### src/rtl/sr_event_capture_pkg.sv
// Shared types for the SR-latch event capture stage: filter FSM states and
// edge-type codes carried in the MSB of each event record.
package sr_event_capture_pkg;

    typedef enum logic [1:0] {
        LOW       = 2'd0,
        RISE_PEND = 2'd1,
        HIGH      = 2'd2,
        FALL_PEND = 2'd3
    } filt_state_t;

    localparam logic EV_RISE = 1'b1;
    localparam logic EV_FALL = 1'b0;

endpackage

### src/rtl/sync_chain.sv
// Multi-flop synchronizer for one asynchronous level; only the last stage is
// meant to be consumed. Reset value is chosen per instance.
module sync_chain #(
    parameter int   STAGES  = 2,
    parameter logic RST_VAL = 1'b0
) (
    input  logic clk,
    input  logic rst,
    input  logic d,
    output logic q
);

    logic [STAGES-1:0] chain;

    always_ff @(posedge clk or posedge rst) begin
        if (rst) chain <= {STAGES{RST_VAL}};
        else     chain <= {chain[STAGES-2:0], d};
    end

    assign q = chain[STAGES-1];

endmodule

### src/rtl/sr_event_capture.sv
// Synchronizes and debounces complementary NAND-latch outputs, flags the
// illegal equal state, emits edge pulses, counts rises and buffers edge events.
module sr_event_capture
    import sr_event_capture_pkg::*;
#(
    parameter int SYNC_STAGES   = 2,
    parameter int FILTER_CYCLES = 4,
    parameter int CNT_W         = 8
) (
    input  logic             clk,
    input  logic             rst,
    input  logic             q_in,
    input  logic             q_nin,
    output logic             state,
    output logic             rise_pulse,
    output logic             fall_pulse,
    output logic             invalid,
    output logic [CNT_W-1:0] rise_count,
    output logic             ev_valid,
    input  logic             ev_ready,
    output logic [CNT_W:0]   ev_data,
    output logic             overflow
);

    localparam int FCW = $clog2(FILTER_CYCLES + 1);

    logic           sq, sqn, sync_ok;
    filt_state_t    st, st_nxt;
    logic [FCW-1:0] cnt, cnt_nxt, cnt_inc;
    logic           rise_nxt, fall_nxt;
    logic [CNT_W:0] ev_load;

    sync_chain #(.STAGES(SYNC_STAGES), .RST_VAL(1'b0)) u_sync_q (
        .clk(clk), .rst(rst), .d(q_in), .q(sq)
    );

    sync_chain #(.STAGES(SYNC_STAGES), .RST_VAL(1'b1)) u_sync_qn (
        .clk(clk), .rst(rst), .d(q_nin), .q(sqn)
    );

    // The FSM uses the unregistered check so that freezing lines up with the
    // registered invalid flag going high on the same edge.
    assign sync_ok = (sq != sqn);
    assign cnt_inc = cnt + 1'b1;

    always_comb begin
        st_nxt   = st;
        cnt_nxt  = cnt;
        rise_nxt = 1'b0;
        fall_nxt = 1'b0;
        if (!sync_ok) begin
            cnt_nxt = '0;
        end else begin
            unique case (st)
                LOW: if (sq) begin
                    if (FILTER_CYCLES == 1) begin
                        st_nxt   = HIGH;
                        rise_nxt = 1'b1;
                    end else begin
                        st_nxt  = RISE_PEND;
                        cnt_nxt = FCW'(1);
                    end
                end
                RISE_PEND: if (!sq) begin
                    st_nxt  = LOW;
                    cnt_nxt = '0;
                end else if (cnt_inc == FCW'(FILTER_CYCLES)) begin
                    st_nxt   = HIGH;
                    cnt_nxt  = '0;
                    rise_nxt = 1'b1;
                end else begin
                    cnt_nxt = cnt_inc;
                end
                HIGH: if (!sq) begin
                    if (FILTER_CYCLES == 1) begin
                        st_nxt   = LOW;
                        fall_nxt = 1'b1;
                    end else begin
                        st_nxt  = FALL_PEND;
                        cnt_nxt = FCW'(1);
                    end
                end
                FALL_PEND: if (sq) begin
                    st_nxt  = HIGH;
                    cnt_nxt = '0;
                end else if (cnt_inc == FCW'(FILTER_CYCLES)) begin
                    st_nxt   = LOW;
                    cnt_nxt  = '0;
                    fall_nxt = 1'b1;
                end else begin
                    cnt_nxt = cnt_inc;
                end
                default: st_nxt = LOW;
            endcase
        end
    end

    // A rise event carries the post-increment count.
    assign ev_load = rise_nxt ? {EV_RISE, rise_count + 1'b1} : {EV_FALL, rise_count};

    always_ff @(posedge clk or posedge rst) begin
        if (rst) begin
            st         <= LOW;
            cnt        <= '0;
            rise_pulse <= 1'b0;
            fall_pulse <= 1'b0;
            invalid    <= 1'b0;
            rise_count <= '0;
            ev_valid   <= 1'b0;
            ev_data    <= '0;
            overflow   <= 1'b0;
        end else begin
            st         <= st_nxt;
            cnt        <= cnt_nxt;
            rise_pulse <= rise_nxt;
            fall_pulse <= fall_nxt;
            invalid    <= !sync_ok;
            if (rise_nxt) rise_count <= rise_count + 1'b1;
            if (rise_nxt || fall_nxt) begin
                if (!ev_valid || ev_ready) begin
                    ev_valid <= 1'b1;
                    ev_data  <= ev_load;
                end else begin
                    overflow <= 1'b1;
                end
            end else if (ev_ready) begin
                ev_valid <= 1'b0;
            end
        end
    end

    assign state = (st == HIGH) || (st == FALL_PEND);

endmodule
### config.mk
export PLATFORM = sky130hd
export DESIGN_NAME = sr_event_capture
export DESIGN_NICKNAME = d
export VERILOG_FILES = /design/src/rtl/sr_event_capture_pkg.sv /design/src/rtl/sync_chain.sv /design/src/rtl/sr_event_capture.sv
export SDC_FILE = /design/constraint.sdc
export NUM_CORES = 1
export LEC_CHECK = 0
export CAP_MARGIN = 20
export CORE_MARGIN = 4
export CORE_UTILIZATION = 49
export DETAILED_ROUTE_END_ITERATION = 6
export GPL_TIMING_DRIVEN = 0
export PLACE_DENSITY = 0.78
export RECOVER_POWER = 50
export SLEW_MARGIN = 20
export SYNTH_ARGS = -nofsm -noshare
export SYNTH_HDL_FRONTEND = slang
export SYNTH_SLANG_ARGS = --single-unit
### constraint.sdc
create_clock -name clk -period 2.44 [get_ports clk]
set_input_delay 0.488 -clock clk [delete_from_list [all_inputs] [get_ports clk]]
set_output_delay 0.488 -clock clk [all_outputs]
set_load 0.005 [all_outputs]
After elaboration in Yosys (flattened, before gate mapping):

Index checks and enable logic that the tools add are counted.

* output and inout bits: 23
* bits of input ports: 5
* flip-flop bits (word level): 31

* bitwise operators: 1
* reduce and logical (&&, ||, !) cells: 12
* add/sub/neg operators: 2
* eq/ne operators: 12
* mux-type cells: 25

Operators with widths (count)
* 3-bit two-way mux: 6
* 2-bit two-way mux: 6
* 3-bit one-hot mux with 4 select lines: 1
* 1-bit two-way mux: 10
* 9-bit two-way mux: 1
* 8-bit by 1-bit adder with 8-bit output, second input constant: 1
* 2-bit one-hot mux with 4 select lines: 1
* 2-bit AND reduction: 4
* 3-bit by 2-bit != test with 1-bit output, second input constant: 2
* 3-bit != test, second input constant: 2
* 5-bit AND reduction: 1
* 2-bit equality test, second input constant: 2
* 2-bit by 1-bit != test with 1-bit output, second input constant: 2
* 3-bit by 1-bit adder with 3-bit output, second input constant: 1
* 3-bit equality test, second input constant: 1
* 1-bit logical OR: 3
* 2-bit by 1-bit equality test with 1-bit output, second input constant: 1
* 1-bit logical NOT: 2
* 2-bit logical NOT: 1
* 2-bit != test, second input constant: 1
* 2-bit nonzero test: 1
* 1-bit != test: 1
* 1-bit NOT: 1

Depth between registers and ports, before layout:

Gate-level depths: netlist (run 1).

* word-level depth: 9
* depth in mapped cells: 6

Hierarchy:

From an unflattened synthesis (run 1), not the netlist that was laid out.

* cells, all modules: 129
* area total of the unflattened synthesis: 1425.1 um^2

Modules (own cells, without submodules)
* sr_event_capture: area an instance 1315.0 um^2, cells each 123, instances 1, seq. area each 675.6 um^2
* sync_chain (u_sync_qn): area an instance 56.3 um^2, cells each 3, instances 1, seq. area each 52.6 um^2
* sync_chain (u_sync_q): area an instance 53.8 um^2, cells each 3, instances 1, seq. area each 50.0 um^2

Worst setup path before layout (run 1):

OpenSTA, ideal clock, no wires.

* kind: flip-flop to flip-flop
* from: register u_sync_qn.chain[1]
* to: register ev_data[1]
* path slack: 0.478 ns
* cell stages (with the launch flop): 6
* library setup time: 0.128 ns
* data arrival time: 1.834 ns
* clock period less this slack: 1.962 ns
* cells stage by stage: dfstp_2 buf_2 or3b_4 nor3_2 mux2_2 mux2_1

* elaborated cells on any way between the ends: 6
* those cells by class: eq/ne (1); mux (3); reduce/logical (2)

RTL lines
* from (decl): RTL line sync_chain.sv:13 `logic [STAGES-1:0] chain;`
* from (signal assigned): RTL line sync_chain.sv:16 `if (rst) chain <= {STAGES{RST_VAL}};`
* from (signal assigned): RTL line sync_chain.sv:17 `else chain <= {chain[STAGES-2:0], d};`
* 1-bit != test: RTL line sr_event_capture.sv:43 `assign sync_ok = (sq != sqn);`
* 1-bit two-way mux: RTL line sr_event_capture.sv:51 `if (!sync_ok) begin`
* 9-bit two-way mux: RTL line sr_event_capture.sv:99 `assign ev_load = rise_nxt ? {EV_RISE, rise_count + 1'b1} : {EV_FALL, rise_count};`
* net ev_load[1]: RTL line sr_event_capture.sv:31 `logic [CNT_W:0] ev_load;`
* to (signal assigned): RTL line sr_event_capture.sv:122 `ev_data <= ev_load;`
* to (decl): RTL line sr_event_capture.sv:21 `output logic [CNT_W:0] ev_data,`

The timed path passes the listed nets, and every way through them passes these cells.
A chain may end at the register's enable or synchronous reset.

Worst setup path after layout (run 1):

Ends and elaborated chain as after synthesis.

==> flow_summary.ini, run 1 <==
[run_status]
status = complete, no violations

[setup_path]
critPathRequiredTime_ns = 2.64
cp_data_arrival_time_ns = 2.46
critPathBufInv = 1
slowest_stage = or3b_1
cpPeakStageDelay_ns = 0.50
reg2reg_slack_ns = 0.19
crit_path_cell_trace = clkbuf_1, or3b_1, nor3_2, mux2_2, mux2_1
rr_worst_depth = 5
cp.depth = 5
critPathTopFamily = simple AND/OR/NAND/NOR gates
end_kind = register
startpoint_type = register
cp_max_fo = 10
crit_type = reg -> reg

[sta]
timing.setup.tns_ns = 0
relSlewSlack_pct = 24.9
fin_worst_skew_ns = 0.0128
rsz0062_at_grt = false
finalCritPeriodShare_pct = 92.4
finalCriticalPeriod_ns = 2.25
fmaxAchievable_ghz = 0.444
finalHoldViolCount = 0
layout_setup_ws_ns = 0.186
tightest_slew_ns = 1.12
finalSetupViolations = 0
final-max-slew-violation-count = 0

[detailed_routing]
totalWireLength_mm = 2.66
dr_total_vias = 969
routedWlPerCell_um = 15.0
drt_pass1_iterations = 4
drtAntennaViolNets = 0
drc_errors = 0
via_per_inst = 5.47
first_iter_violations = 28

[global_route]
grt_pass1_wl_mm = 4.66
grt_pass1_vias = 1002
grt_max_degree = 32
antenna_found_initial = 0
grt_overflow = 0
grt.total_usage_pct = 17.8

[synthesis]
synth.net_count = 120
synth.avg_cell_area_um2 = 12.0
syn-instance-count = 112
synth_area_um2 = 1350
yosysTopAreaCellShare_pct = 54.0
netlist_top_cells_area = dfrtp_1 (54%), mux2_2 (5.0%), dfstp_2 (3.9%), nand2_1 (3.6%), xor2_1 (3.3%)
yosys_warnings = 0
synth_top_cell_by_area = dfrtp_1
ys_seq_elements = 31
synth_cell_type_count = 37
seq_area_frac_synth_pct = 57.9

[power]
internal_power_uw = 704
pwr-share-clk_pct = 33.2
p_sw_share_pct = 23.9
p_switching_uw = 222
ir_drop_mv = 0.485
p_comb_share_pct = 7.5
powerDensity_nw_per_um2 = 542
leakagePower_uw = 0.000779
p_seq_share_pct = 59.4

[floorplanning]
dieArea_um2 = 3650
die_h_um = 60.4
placementRows = 18
fp.coreArea_um2 = 2540
top_level_ports = 28
die_w_um = 60.4
start_util_pct = 52.9

[clocking]
path_clk_slew_ns = 0.08
clock_latency_ns = 0.33
htreeDepth = 2
holdBufCountCts = 0
cts_setup_buffers = 0
cts_tree = done
clock_path_buffers = 2
cts.repair.resized = 0
clkSinkCount = 31
cts_made_buffers = 5
cts-root-buf = clkbuf_4

[final_layout]
final_cell_mix = dfrtp_1 (29), clkdlybuf4s50_1 (24), nand2_1 (13), mux2_2 (6)
mostFrequentLayoutCell = dfrtp_1
layout.nets = 154
n_antenna_cell = 0
drive_above_1_share_pct = 15.6
syn_to_final_growth_pct = 27.1
layout.cells.non_filler = 177

[place]
place_congestion = 0.773
pre_cts_slack_ns = 0.239
placedCellCount = 169
hpwlAfterDp_mm = 1.92
port_buffers = 27

[worst_hold_path]
hold_depth = 0
hold_path.class = reg -> reg

[run]
maxCapViolCount = 0
-- routing by layer --
layer / share of wire [%] / up-vias / routed length (µm) / global-route usage (%)
met3: 5.6 / 8 / 148 / 6.17
met1: 44 / 463 / 1170 / 22.5
li1: - / 466 / - / -
met4: 2.0 / 0 / 53 / 6.65
met5: 0 / - / 0 / 0
met2: 49 / 32 / 1300 / 28.4
-- per-stage QoR --
stage / util, % / power [µW] / instance area, µm² / hold WS (ns)
after detailed placement: 64.9 / 631 / 1650 / 0.348
after floorplan: - / 604 / 1350 / 0.331
final: 67.2 / 926 / 1710 / 0.360
after CTS: 67.3 / 944 / 1710 / 0.360
after global routing: 67.2 / 985 / 1710 / 0.373
after global placement: 64.9 / 626 / 1650 / 0.332
-- registers in the layout (all words and copies together), names as in the netlist, named ones only --
signal and count:
fall_pulse 1, rise_count 8, st 1, ev_data 9, cnt 3, u_sync_q.chain 2
rise_pulse 1, ev_valid 1, invalid 1, overflow 1, u_sync_qn.chain 2
-- cells in the mapped netlist (all sizes together) --
library cell / count
o31ai: 2
nand3b: 1
mux2: 7
buf: 4
or4: 2
dfrtp: 29
nand3: 1
o22ai: 1
nand4: 2
clkbuf: 1
xor2: 5
nand4bb: 1
o21bai: 2
o21ai: 5
o311ai: 1
nor4: 4
nor3: 2
o21a: 2
or3b: 1
ha: 3
a22o: 1
inv: 4
xnor2: 3
and3: 1
a31oi: 5
nand2: 13
nor2: 2
dfstp: 2
nor3b: 1
or2: 2
nand2b: 2
-- power groups by stage --
stage          clock network (µW)  logic, µW  registers (µW)
2_1_floorplan                   0       49.1             555
3_3_place_gp                    0       68.9             557
3_5_place_dp                    0       71.6             560
4_1_cts                       323       72.3             549
5_1_grt                       354       79.7             551
6_report                      307       69.0             550
-- path summary, 6_finish.rpt --
path,startpoint,endpoint
max,u_sync_qn.chain[1]$_DFF_PP1_,ev_data[1]$_DFFE_PP0P_
min,u_sync_qn.chain[0]$_DFF_PP1_,u_sync_qn.chain[1]$_DFF_PP1_
min in group asynchronous,rst,rise_count[4]$_DFFE_PP0N_
max in group asynchronous,rst,ev_data[0]$_DFFE_PP0P_
max reg2reg,u_sync_qn.chain[1]$_DFF_PP1_,ev_data[1]$_DFFE_PP0P_
min reg2reg,u_sync_qn.chain[0]$_DFF_PP1_,u_sync_qn.chain[1]$_DFF_PP1_
-- cells by family after synthesis --
family	count (synthesis)	synth area share, %
flops	31	57.9
xor+xnor	8	5.77
compound gates	19	9.58
mux	7	5.86
simple gates	35	15.1
fa+ha+maj	3	2.79
buf+inv	9	3.07
-- final cells by class --
type / count / area (µm²)
Multi-Input combinational cell: 72 / 523
Tap cell: 30 / 37.5
Inverter: 4 / 15.0
Clock inverter: 1 / 5.00
Clock buffer: 7 / 55.1
Fill cell: 198 / 836
Timing Repair Buffer: 27 / 270
Sequential cell: 31 / 778
Buffer: 5 / 25.0
Note: power is estimated with default switching activity, not from simulation.
==> run 2: changes to the inputs <==
- CORE_MARGIN: 4 -> 5
- HOLD_SLACK_MARGIN: unset -> 0.02
==> flow_summary.ini, run 2 (synthesis gave the netlist of run 1 again) <==
[global_route]
grt_max_degree = 20
grt_overflow = 0
grt_pass1_wl_mm = 4.68
grt.total_usage_pct = 15.1
grt_pass1_vias = 1041
antenna_found_initial = 0

[detailed_routing]
totalWireLength_mm = 2.53
drtAntennaViolNets = 0
first_iter_violations = 17
drc_errors = 0
dr_total_vias = 976
drt_pass1_iterations = 4
routedWlPerCell_um = 14.1
via_per_inst = 5.45

[final_layout]
mostFrequentLayoutCell = dfrtp_1
seqCellArea_um2 = 778
num-fill-cells = 225
layout.nets = 155
n_antenna_cell = 0
syn_to_final_growth_pct = 26.8
multi_input_area_um2 = 526
drive_above_1_share_pct = 14.9
layout.cells.non_filler = 179
largest_reg_flops = 9
largestRegisters = ev_data x9, rise_count x8, cnt x3
final_cell_mix = dfrtp_1 (29), clkdlybuf4s50_1 (23), nand2_1 (13), clkbuf_1 (6), mux2_2 (6)
regMostFlops = ev_data

[floorplanning]
die_h_um = 62.4
placementRows = 19
die_w_um = 62.4
start_util_pct = 50.1
fp.coreArea_um2 = 2690
top_level_ports = 28
dieArea_um2 = 3890

[setup_path]
critPathRequiredTime_ns = 2.65
end_kind = register
cp_max_fo = 10
crit_path_start = cnt[0]$_DFFE_PP0P_
crit_type = reg -> reg
reg2reg_from = cnt[0]$_DFFE_PP0P_
cp_data_arrival_time_ns = 2.42
startpoint_type = register

[sta]
timing.setup.tns_ns = 0
final-max-slew-violation-count = 0
finalSetupViolations = 0
fin_worst_skew_ns = 0.0107
rsz0062_at_grt = false
fmaxAchievable_ghz = 0.453
relSlewSlack_pct = 32.5
tightest_slew_ns = 1.01
finalCriticalPeriod_ns = 2.21
finalHoldViolCount = 0
finalCritPeriodShare_pct = 90.5

[power]
powerDensity_nw_per_um2 = 526
ir_drop_mv = 0.462
leakagePower_uw = 0.000773
power_uw = 896

[place]
placedCellCount = 171
hpwlAfterDp_mm = 1.90
port_buffers = 27
place_congestion = 0.781

[clocking]
clock_latency_ns = 0.33
cts_tree = done
clkSinkCount = 31
cts-root-buf = clkbuf_4
path_clk_slew_ns = 0.08
clock_path_buffers = 2
cts_made_buffers = 5
cts.repair.resized = 0
htreeDepth = 2
cts_setup_buffers = 0
holdBufCountCts = 0

[run_status]
status = complete, no violations

[worst_hold_path]
hp-start = u_sync_q.chain[0]$_DFF_PP0_
hold_path.class = reg -> reg

[run]
maxCapViolCount = 0
==> run 2: cell types whose count changed in the layout (fill, tap and decap cells not counted), sizes merged <==
cell           before  now
clkbuf              9   11
dlygate4sd3         3    4
clkinv              1    0
clkdlybuf4s50      24   23
==> run 2: path summary, 6_finish.rpt <==
| kind | slack [ns] | end | cells after the start |
|---|---|---|---|
| worst max-delay path | 0.23 | ev_data[2]$_DFFE_PP0P_ | 6 |
| worst min-delay path | 0.36 | u_sync_q.chain[1]$_DFF_PP0_ | 0 |
| worst max register to register | 0.23 | ev_data[2]$_DFFE_PP0P_ | 6 |
| worst min register to register | 0.36 | u_sync_q.chain[1]$_DFF_PP0_ | 0 |
| max in group asynchronous | 0.55 | ev_data[2]$_DFFE_PP0P_ | 3 |
| min in group asynchronous | 0.61 | st[0]$_DFFE_PP0P_ | 2 |
==> run 2: through the flow <==
step | setup WS, ns | cell area [µm²] | util, % | hold slack, ns
floorplan | 0.478 | 1350 | - | 0.331
global placement | 0.324 | 1650 | 61.6 | 0.333
detailed placement | 0.230 | 1680 | 62.6 | 0.341
CTS | 0.217 | 1730 | 64.4 | 0.361
global route | 0.0751 | 1710 | 63.5 | 0.368
finish | 0.233 | 1710 | 63.5 | 0.358
==> run 2: worst max-delay path: stages, from the launching register on <==
cell     delay (ns)
dfrtp_1        0.42
ha_1           0.24
xnor2_2        0.22
nor2_1         0.41
and3_1         0.22
buf_2          0.22
mux2_2         0.35
==> run 2: layout make-up <==
class,instances,share of cell area (%)
Clock buffer,8,2.86
Inverter,4,0.880
Multi-Input combinational cell,72,30.8
Tap cell,31,2.27
Sequential cell,31,45.6
Timing Repair Buffer,28,16.1
Buffer,5,1.47
==> run 2: layer usage <==
layer,wire (µm),up-vias,GRT usage (%)
met5,0,-,0
met4,51,0,5.84
met3,192,5,6.83
met2,1230,31,24.6
met1,1050,474,17.2
li1,-,466,-
==> run 2: power by group <==
group / leakage (µW) / internal [µW] / switching, µW
combinational: 0.000342 / 32.1 / 38.2
sequential: 0.000405 / 533 / 16.7
clock: 0.0000265 / 115 / 162
==> run 3: changes to the inputs <==
- MAX_ROUTING_LAYER: unset -> met4
==> flow_summary.ini, run 3 (synthesis gave the netlist of run 1 again) <==
[final_layout]
drive_above_1_share_pct = 14.9
final_core_util_pct = 63.5
multi_input_area_um2 = 526
final_cell_mix = dfrtp_1 (29), clkdlybuf4s50_1 (23), nand2_1 (13), clkbuf_1 (6), mux2_2 (6)
fin_area_um2 = 1710
largestRegisters = ev_data x9, rise_count x8, cnt x3
layout.nets = 155
seqCellArea_um2 = 778
num-fill-cells = 225
regMostFlops = ev_data
largest_reg_flops = 9
mostFrequentLayoutCell = dfrtp_1
syn_to_final_growth_pct = 26.8
n_antenna_cell = 0

[power]
leakagePower_uw = 0.000773
power_uw = 896
internal_power_uw = 679
powerDensity_nw_per_um2 = 526
pwr-share-clk_pct = 30.8
p_switching_uw = 217
p_comb_share_pct = 7.8
ir_drop_mv = 0.462
p_sw_share_pct = 24.2
p_seq_share_pct = 61.3

[clocking]
cts_setup_buffers = 0
cts_tree = done
path_clk_slew_ns = 0.08
cts_made_buffers = 5
holdBufCountCts = 0
cts-root-buf = clkbuf_4
clkSinkCount = 31
htreeDepth = 2
cts.repair.resized = 0
clock_path_buffers = 2
clock_latency_ns = 0.33

[setup_path]
crit_path_start = cnt[0]$_DFFE_PP0P_
startpoint_type = register
rr_worst_depth = 6
crit_type = reg -> reg
reg2reg_from = cnt[0]$_DFFE_PP0P_
cp_max_fo = 10
cp_data_arrival_time_ns = 2.42
rr_endpoint = ev_data[2]$_DFFE_PP0P_
reg2reg_slack_ns = 0.23
critPathRequiredTime_ns = 2.65
end_kind = register

[sta]
finalHoldViolCount = 0
final-max-slew-violation-count = 0
tightest_slew_ns = 1.01
finalCriticalPeriod_ns = 2.21
relSlewSlack_pct = 32.5
finalCritPeriodShare_pct = 90.5
finalSetupViolations = 0
hold_slack_ns = 0.358
fmaxAchievable_ghz = 0.453
fin_worst_skew_ns = 0.0110
rsz0062_at_grt = false
timing.setup.tns_ns = 0

[worst_hold_path]
hold-path-endpoint = u_sync_q.chain[1]$_DFF_PP0_
hold_path.class = reg -> reg
hp-start = u_sync_q.chain[0]$_DFF_PP0_
hold_depth = 0

[run_status]
status = complete, no violations

[global_route]
grtUsageMet2_pct = 24.6
grt_util_met3_pct = 6.29
grt_pass1_vias = 1041
antenna_found_initial = 0
use_met1_pct = 17.6
grt_max_degree = 20
grt_pass1_wl_mm = 4.69
grt.total_usage_pct = 15.5
grt_overflow = 0
grt-busiest-layer = met2

[place]
place_congestion = 0.792
hpwlAfterDp_mm = 1.90
place_area_um2 = 1680
port_buffers = 27

[floorplanning]
dieArea_um2 = 3890
die_h_um = 62.4
start_util_pct = 50.1
top_level_ports = 28
placementRows = 19
die_w_um = 62.4
fp.coreArea_um2 = 2690

[detailed_routing]
routedWlPerCell_um = 14.2
drc_errors = 0
drtAntennaViolNets = 0
first_iter_violations = 17
totalWireLength_mm = 2.54
via_per_inst = 5.50
drt_pass1_iterations = 4
dr_total_vias = 984

[run]
maxCapViolCount = 0
## run 3: cell counts in the layout (fill, tap and decap cells not counted)
No cell type changed its count.
## run 3: metrics by stage
step / worst slack [ns] / instances
after floorplan: 0.478 / 112
after global placement: 0.324 / 170
after global routing: 0.0751 / 179
final: 0.232 / 179
after CTS: 0.217 / 179
after detailed placement: 0.230 / 171
## run 3: final cells by class
class                           instances  area share, %
Clock buffer                            8           2.86
Tap cell                               31           2.27
Inverter                                4          0.880
Multi-Input combinational cell         72           30.8
Buffer                                  5           1.47
Sequential cell                        31           45.6
Timing Repair Buffer                   28           16.1
## run 3: worst max-delay path by stage
stage                             endpoint
floorplan           ev_data[1]$_DFFE_PP0P_
global placement    ev_data[2]$_DFFE_PP0P_
detailed placement  ev_data[0]$_DFFE_PP0P_
CTS                 ev_data[4]$_DFFE_PP0P_
global route        ev_data[2]$_DFFE_PP0P_
finish              ev_data[2]$_DFFE_PP0P_
## run 3: per-layer routing
metal	share of wire, %	up-vias
li1	-	465
met1	42	477
met2	48	34
met3	7.1	8
met4	2.5	0
met5	0	-
## run 3: critical path, stage by stage (launching register included)
cell     delay [ns]
dfrtp_1        0.42
ha_1           0.24
xnor2_2        0.22
nor2_1         0.41
and3_1         0.22
buf_2          0.22
mux2_2         0.35
## run 3: power groups by stage
stage	logic, µW	clock network [µW]	registers [µW]
3_3_place_gp	68.9	0	557
2_1_floorplan	49.1	0	555
3_5_place_dp	77.9	0	560
6_report	70.3	276	549
5_1_grt	80.2	314	552
4_1_cts	78.3	287	550
==> variant 1: new RTL, flow settings as in run 1 <==
The parameter `CNT_W` goes from 8 to 6.
--- a/src/rtl/sr_event_capture.sv
+++ b/src/rtl/sr_event_capture.sv
@@ -5,7 +5,7 @@
 #(
     parameter int SYNC_STAGES   = 2,
     parameter int FILTER_CYCLES = 4,
-    parameter int CNT_W         = 8
+    parameter int CNT_W         = 6
 ) (
     input  logic             clk,
     input  logic             rst,
Interface: changed (resized ev_data and rise_count); port bits go from 28 to 24. The function was not compared with the original's and may differ.
==> variant 1 against run 1 <==
- power fell by 20%
- wire length fell by 15%
- final area fell by 12%
- synthesized area fell by 10%
- maximum frequency rose by 5.4%
- sequential cell count fell by 4
- cell count fell by 15%
- count of clock-buffer cells in the layout fell by 3
- worst setup slack improved by 0.12 ns
- critical path depth rose by 1
- critical endpoint is now ev_data[0]$_DFFE_PP0P_
==> variant 1: results <==
group,metric,value,unit
synthesis,yosysUniqueCellTypes,37,
clock_tree,numCtsBuffers,3,
synthesis,synth_common_cells,"dfrtp_1, inv_1, nand2_1",
critical_path,crit_fanout,8,
timing,fin_hold_ws,0.371,ns
global_routing,grt_pass1_vias,785,
finish,top_regs,"ev_data x7, rise_count x6, cnt x3",
place,port_buffers,23,
critical_path,r2r_slack,0.30,ns
critical_path,worstRegToRegCells,6,
min_path,whs_endpoint,"u_sync_q.chain[1]$_DFF_PP0_",
routing,wl,2.27,mm
routing,vias_per_cell,5.33,
finish,drive_above_1_share,12.2,%
global_routing,grt_max_degree,28,
clock_tree,clock-root-buffer,"clkbuf_4",
timing,tightest_slew,1.01,ns
clock_tree,cts-htree-levels,1,
min_path,hold_path.startpoint,"u_sync_q.chain[0]$_DFF_PP0_",
run_status,status,"finished, final reports clean",
place,dp_hpwl,1.64,mm
synthesis,synth.yosys.seq_area_share,56.2,%
global_routing,grtUsageTotal,14.4,%
critical_path,r2r_end,"ev_data[0]$_DFFE_PP0P_",
global_routing,grt_pass1_wl,3.73,mm
synthesis,syn_nets,103,
pwr,peakVddDrop,434,uV
synthesis,synth_area_leaders,"dfrtp_1, mux2_4, dfstp_2",
finish,antenna_cells,0,
pwr,sw_frac_of_total,24.2,%
place,finalWeightedCongestion,0.786,
timing,fin_skew,0.00324,ns
clock_tree,cts.clk_slew.worst_paths,0.14,ns
place,dp_slack,0.350,ns
finish,largest_reg_flops,7,
routing,drt_iter0_markers,18,
finish,final_nets,132,
critical_path,arrival,2.36,ns
pwr,p_leak,0.000676,uW
[variant 1: worst max-delay path: stages (launching register included)]
cell and delay (ns):
dfrtp_1 0.47, or3b_1 0.41, buf_6 0.15, a2111oi_4 0.33, and2_1 0.21, buf_6 0.15, mux2_4 0.31
[variant 1: power groups by stage]
stage,combinational [uW],sequential [uW],clock [uW]
after CTS,65.5,484,196
after global placement,62.1,490,0
after detailed placement,65.0,493,0
after global routing,73.1,489,212
final,64.3,484,190
after floorplan,44.7,489,0
[variant 1: cell families (layout without fill, tap and decap cells)]
kind of cell | Yosys count | count (layout) | share of synthesized area, %
buf+inv | 9 | 37 | 4.04
fa+ha+maj | 3 | 3 | 3.11
mux | 6 | 6 | 7.15
compound gates | 17 | 17 | 11.0
xor+xnor | 7 | 7 | 5.70
flops | 27 | 27 | 56.2
simple gates | 26 | 26 | 12.9
[variant 1: worst max-delay path by stage]
| stage | start | to | slack (ns) | depth (start not counted) |
|---|---|---|---|---|
| after CTS | register | ev_data[2]$_DFFE_PP0P_ | 0.32 | 6 |
| after detailed placement | register | ev_data[0]$_DFFE_PP0P_ | 0.35 | 6 |
| after global placement | cnt[0]$_DFFE_PP0P_ | ev_data[1]$_DFFE_PP0P_ | 0.41 | 5 |
| after floorplan | register | ev_data[0]$_DFFE_PP0P_ | 0.51 | 6 |
| after global routing | cnt[0]$_DFFE_PP0P_ | ev_data[1]$_DFFE_PP0P_ | 0.23 | 5 |
| final | register | ev_data[0]$_DFFE_PP0P_ | 0.30 | 6 |
[variant 1: area by class of cell]
cell class | count | area [sq um]
fillers | 175 | 773
flip-flops and latches | 27 | 678
multi-input cells | 59 | 480
repair buffers | 24 | 234
well taps | 28 | 35.0
clock buffers | 4 | 26.3
plain buffers | 3 | 26.3
inverters | 6 | 22.5
[variant 1: per-stage QoR]
stage / utilization [%] / area (sq um) / instances
CTS: 65.9 / 1500 / 150
finish: 66.0 / 1500 / 151
global route: 66.0 / 1500 / 151
global placement: 64.7 / 1470 / 146
detailed placement: 64.7 / 1470 / 146
floorplan: - / 1210 / 95
[variant 1: metal layers]
layer | part of all wire [%] | routed length (um) | track usage [%] | up-vias
li1 | - | - | - | 393
met1 | 47 | 1060 | 19.7 | 386
met2 | 48 | 1080 | 22.9 | 22
met3 | 4.5 | 103 | 2.90 | 4
met4 | 1.3 | 29 | 4.97 | 0
met5 | 0 | 0 | 0 | -
==> variant 2: new RTL, config.mk and constraints of run 1 <==
Without the edit above. Re-encode `filt_state_t` (4 states) as Gray code, 2 bits wide.
--- a/src/rtl/sr_event_capture_pkg.sv
+++ b/src/rtl/sr_event_capture_pkg.sv
@@ -3,10 +3,10 @@
 package sr_event_capture_pkg;
 
     typedef enum logic [1:0] {
-        LOW       = 2'd0,
-        RISE_PEND = 2'd1,
-        HIGH      = 2'd2,
-        FALL_PEND = 2'd3
+        LOW       = 2'b00,
+        RISE_PEND = 2'b01,
+        HIGH      = 2'b11,
+        FALL_PEND = 2'b10
     } filt_state_t;
 
     localparam logic EV_RISE = 1'b1;
Formal check against the unedited RTL: same outputs for any inputs over 10 cycles, from zero or initial values and one cycle with rst high; not proved beyond that.
==> variant 2 against run 1 <==
- worst setup slack improved by 0.033 ns
- synthesized area increased by 4.3%
- wire length decreased by 5.5%
- global-route usage decreased by 1.5 points
- sequential cell count unchanged
- final area increased by 5.4%
- count of clock-buffer cells in the layout decreased by 1
- highest routed layer unchanged
Power is not compared: it rests on default switching activity, and its combinational part moved more than twofold at a synthesized area within 25%.
==> variant 2: results <==
group,metric,value,unit
run_status,status,"finished, final reports clean",
global_routing,antenna_found_initial,0,
finish,largest_reg_flops,9,
global_routing,grt.met3_usage,6.08,%
global_routing,grt_pass1_vias,979,
critical_path,r2r_slack,0.38,ns
place,finalWeightedCongestion,0.799,
synthesis,synth.yosys.seq_area_share,55.5,%
place,dp_hpwl,1.95,mm
clock_tree,numCtsBuffers,5,
min_path,hold_path.startpoint,"u_sync_q.chain[0]$_DFF_PP0_",
global_routing,grt_max_degree,21,
min_path,whs_endpoint,"u_sync_q.chain[1]$_DFF_PP0_",
clock_tree,clock-root-buffer,"clkbuf_4",
critical_path,r2r_end,"ev_data[4]$_DFFE_PP0P_",
global_routing,grt_pass1_wl,4.35,mm
timing,tightest_slew,1.02,ns
place,placed_cells,170,
global_routing,grtUsageTotal,16.3,%
min_path,hold_depth,0,
routing,drt_iter0_markers,32,
finish,fill_cells,217,
global_routing,use_met2,26.3,%
timing,fin_hold_ws,0.365,ns
clock_tree,cts_resized,0,
routing,route.detailed.wl_per_inst,14.1,um
synthesis,syn_nets,123,
critical_path,crit_fanout,3,
finish,final_nets,158,
finish,final-instance-count-excl-fill,178,
critical_path,arrival,1.73,ns
timing,fin_skew,0.0157,ns
synthesis,synth_common_cells,"dfrtp_1, mux2_2, inv_1",
synthesis,synth_area_leaders,"dfrtp_1, mux2_2, ha_1",
critical_path,rr_startpoint,"cnt[0]$_DFFE_PP0P_",
synthesis,yosysUniqueCellTypes,33,
global_routing,grt_util_met1,18.7,%
synthesis,syn_inst,111,
routing,vias,937,
finish,drive_above_1_share,15.0,%
[variant 2: cell types whose count changed after synthesis, moves of 3 or more]
cell | before | now
mux2_2 | 6 | 10
and3b_1 | 0 | 3
buf_2 | 3 | 0
ha_1 | 3 | 7
a31oi_1 | 5 | 1
a22o_1 | 1 | 4
o21ai_0 | 4 | 1
nand2_1 | 13 | 6
inv_1 | 4 | 8
[variant 2: critical path, cell delays in order (launching register included)]
cell and delay, ns:
dfrtp_1 0.38, inv_1 0.09, ha_1 0.23, or2_2 0.28, clkdlybuf4s50_1 0.44
[variant 2: layer usage]
| metal | share of wire [%] | vias up |
|---|---|---|
| met4 | 1.8 | 0 |
| li1 | - | 459 |
| met3 | 4.9 | 5 |
| met5 | 0 | - |
| met2 | 51 | 21 |
| met1 | 43 | 452 |
[variant 2: cell type report]
cell class                 instances  area share [%]
clock buffer                       6            2.85
buffer                             1           0.625
sequential                        31            43.2
timing repair buffer              28            15.2
clock inverter                     2            1.94
inverter                           8            1.67
tap                               31            2.15
multi-input combinational         71            32.4
[variant 2: per-stage QoR]
stage               area, sq um  worst slack, ns
floorplan                  1400            0.493
global placement           1710            0.399
detailed placement         1730            0.388
CTS                        1810            0.193
global route               1800            0.128
finish                     1800            0.219
[variant 2: worst max path at each step]
stage	cells past startpoint	endpoint	from	slack [ns]
2_1_floorplan	5	ev_data[4]$_DFFE_PP0P_	cnt[0]$_DFFE_PP0P_	0.49
4_1_cts	4	state	st[0]$_DFFE_PP0P_	0.19
3_3_place_gp	5	ev_data[4]$_DFFE_PP0P_	cnt[0]$_DFFE_PP0P_	0.40
6_report	4	state	st[0]$_DFFE_PP0P_	0.22
3_5_place_dp	5	ev_data[4]$_DFFE_PP0P_	cnt[0]$_DFFE_PP0P_	0.39
5_1_grt	4	state	st[0]$_DFFE_PP0P_	0.13
[variant 2: cells by family after synthesis]
family          after synthesis  synth area share [%]
simple gates                 31                  13.4
flops                        31                  55.5
compound gates               12                  6.24
mux                          12                  9.55
xor+xnor                      9                  6.16
buf+inv                       9                  2.94
fa+ha+maj                     7                  6.24
[variant 2: power by group through the flow]
stage / sequential [uW] / clock, uW / combinational (uW)
after CTS: 568 / 422 / 254
after global routing: 573 / 443 / 278
after detailed placement: 578 / 0 / 252
after global placement: 576 / 0 / 238
final: 568 / 410 / 246
after floorplan: 573 / 0 / 184
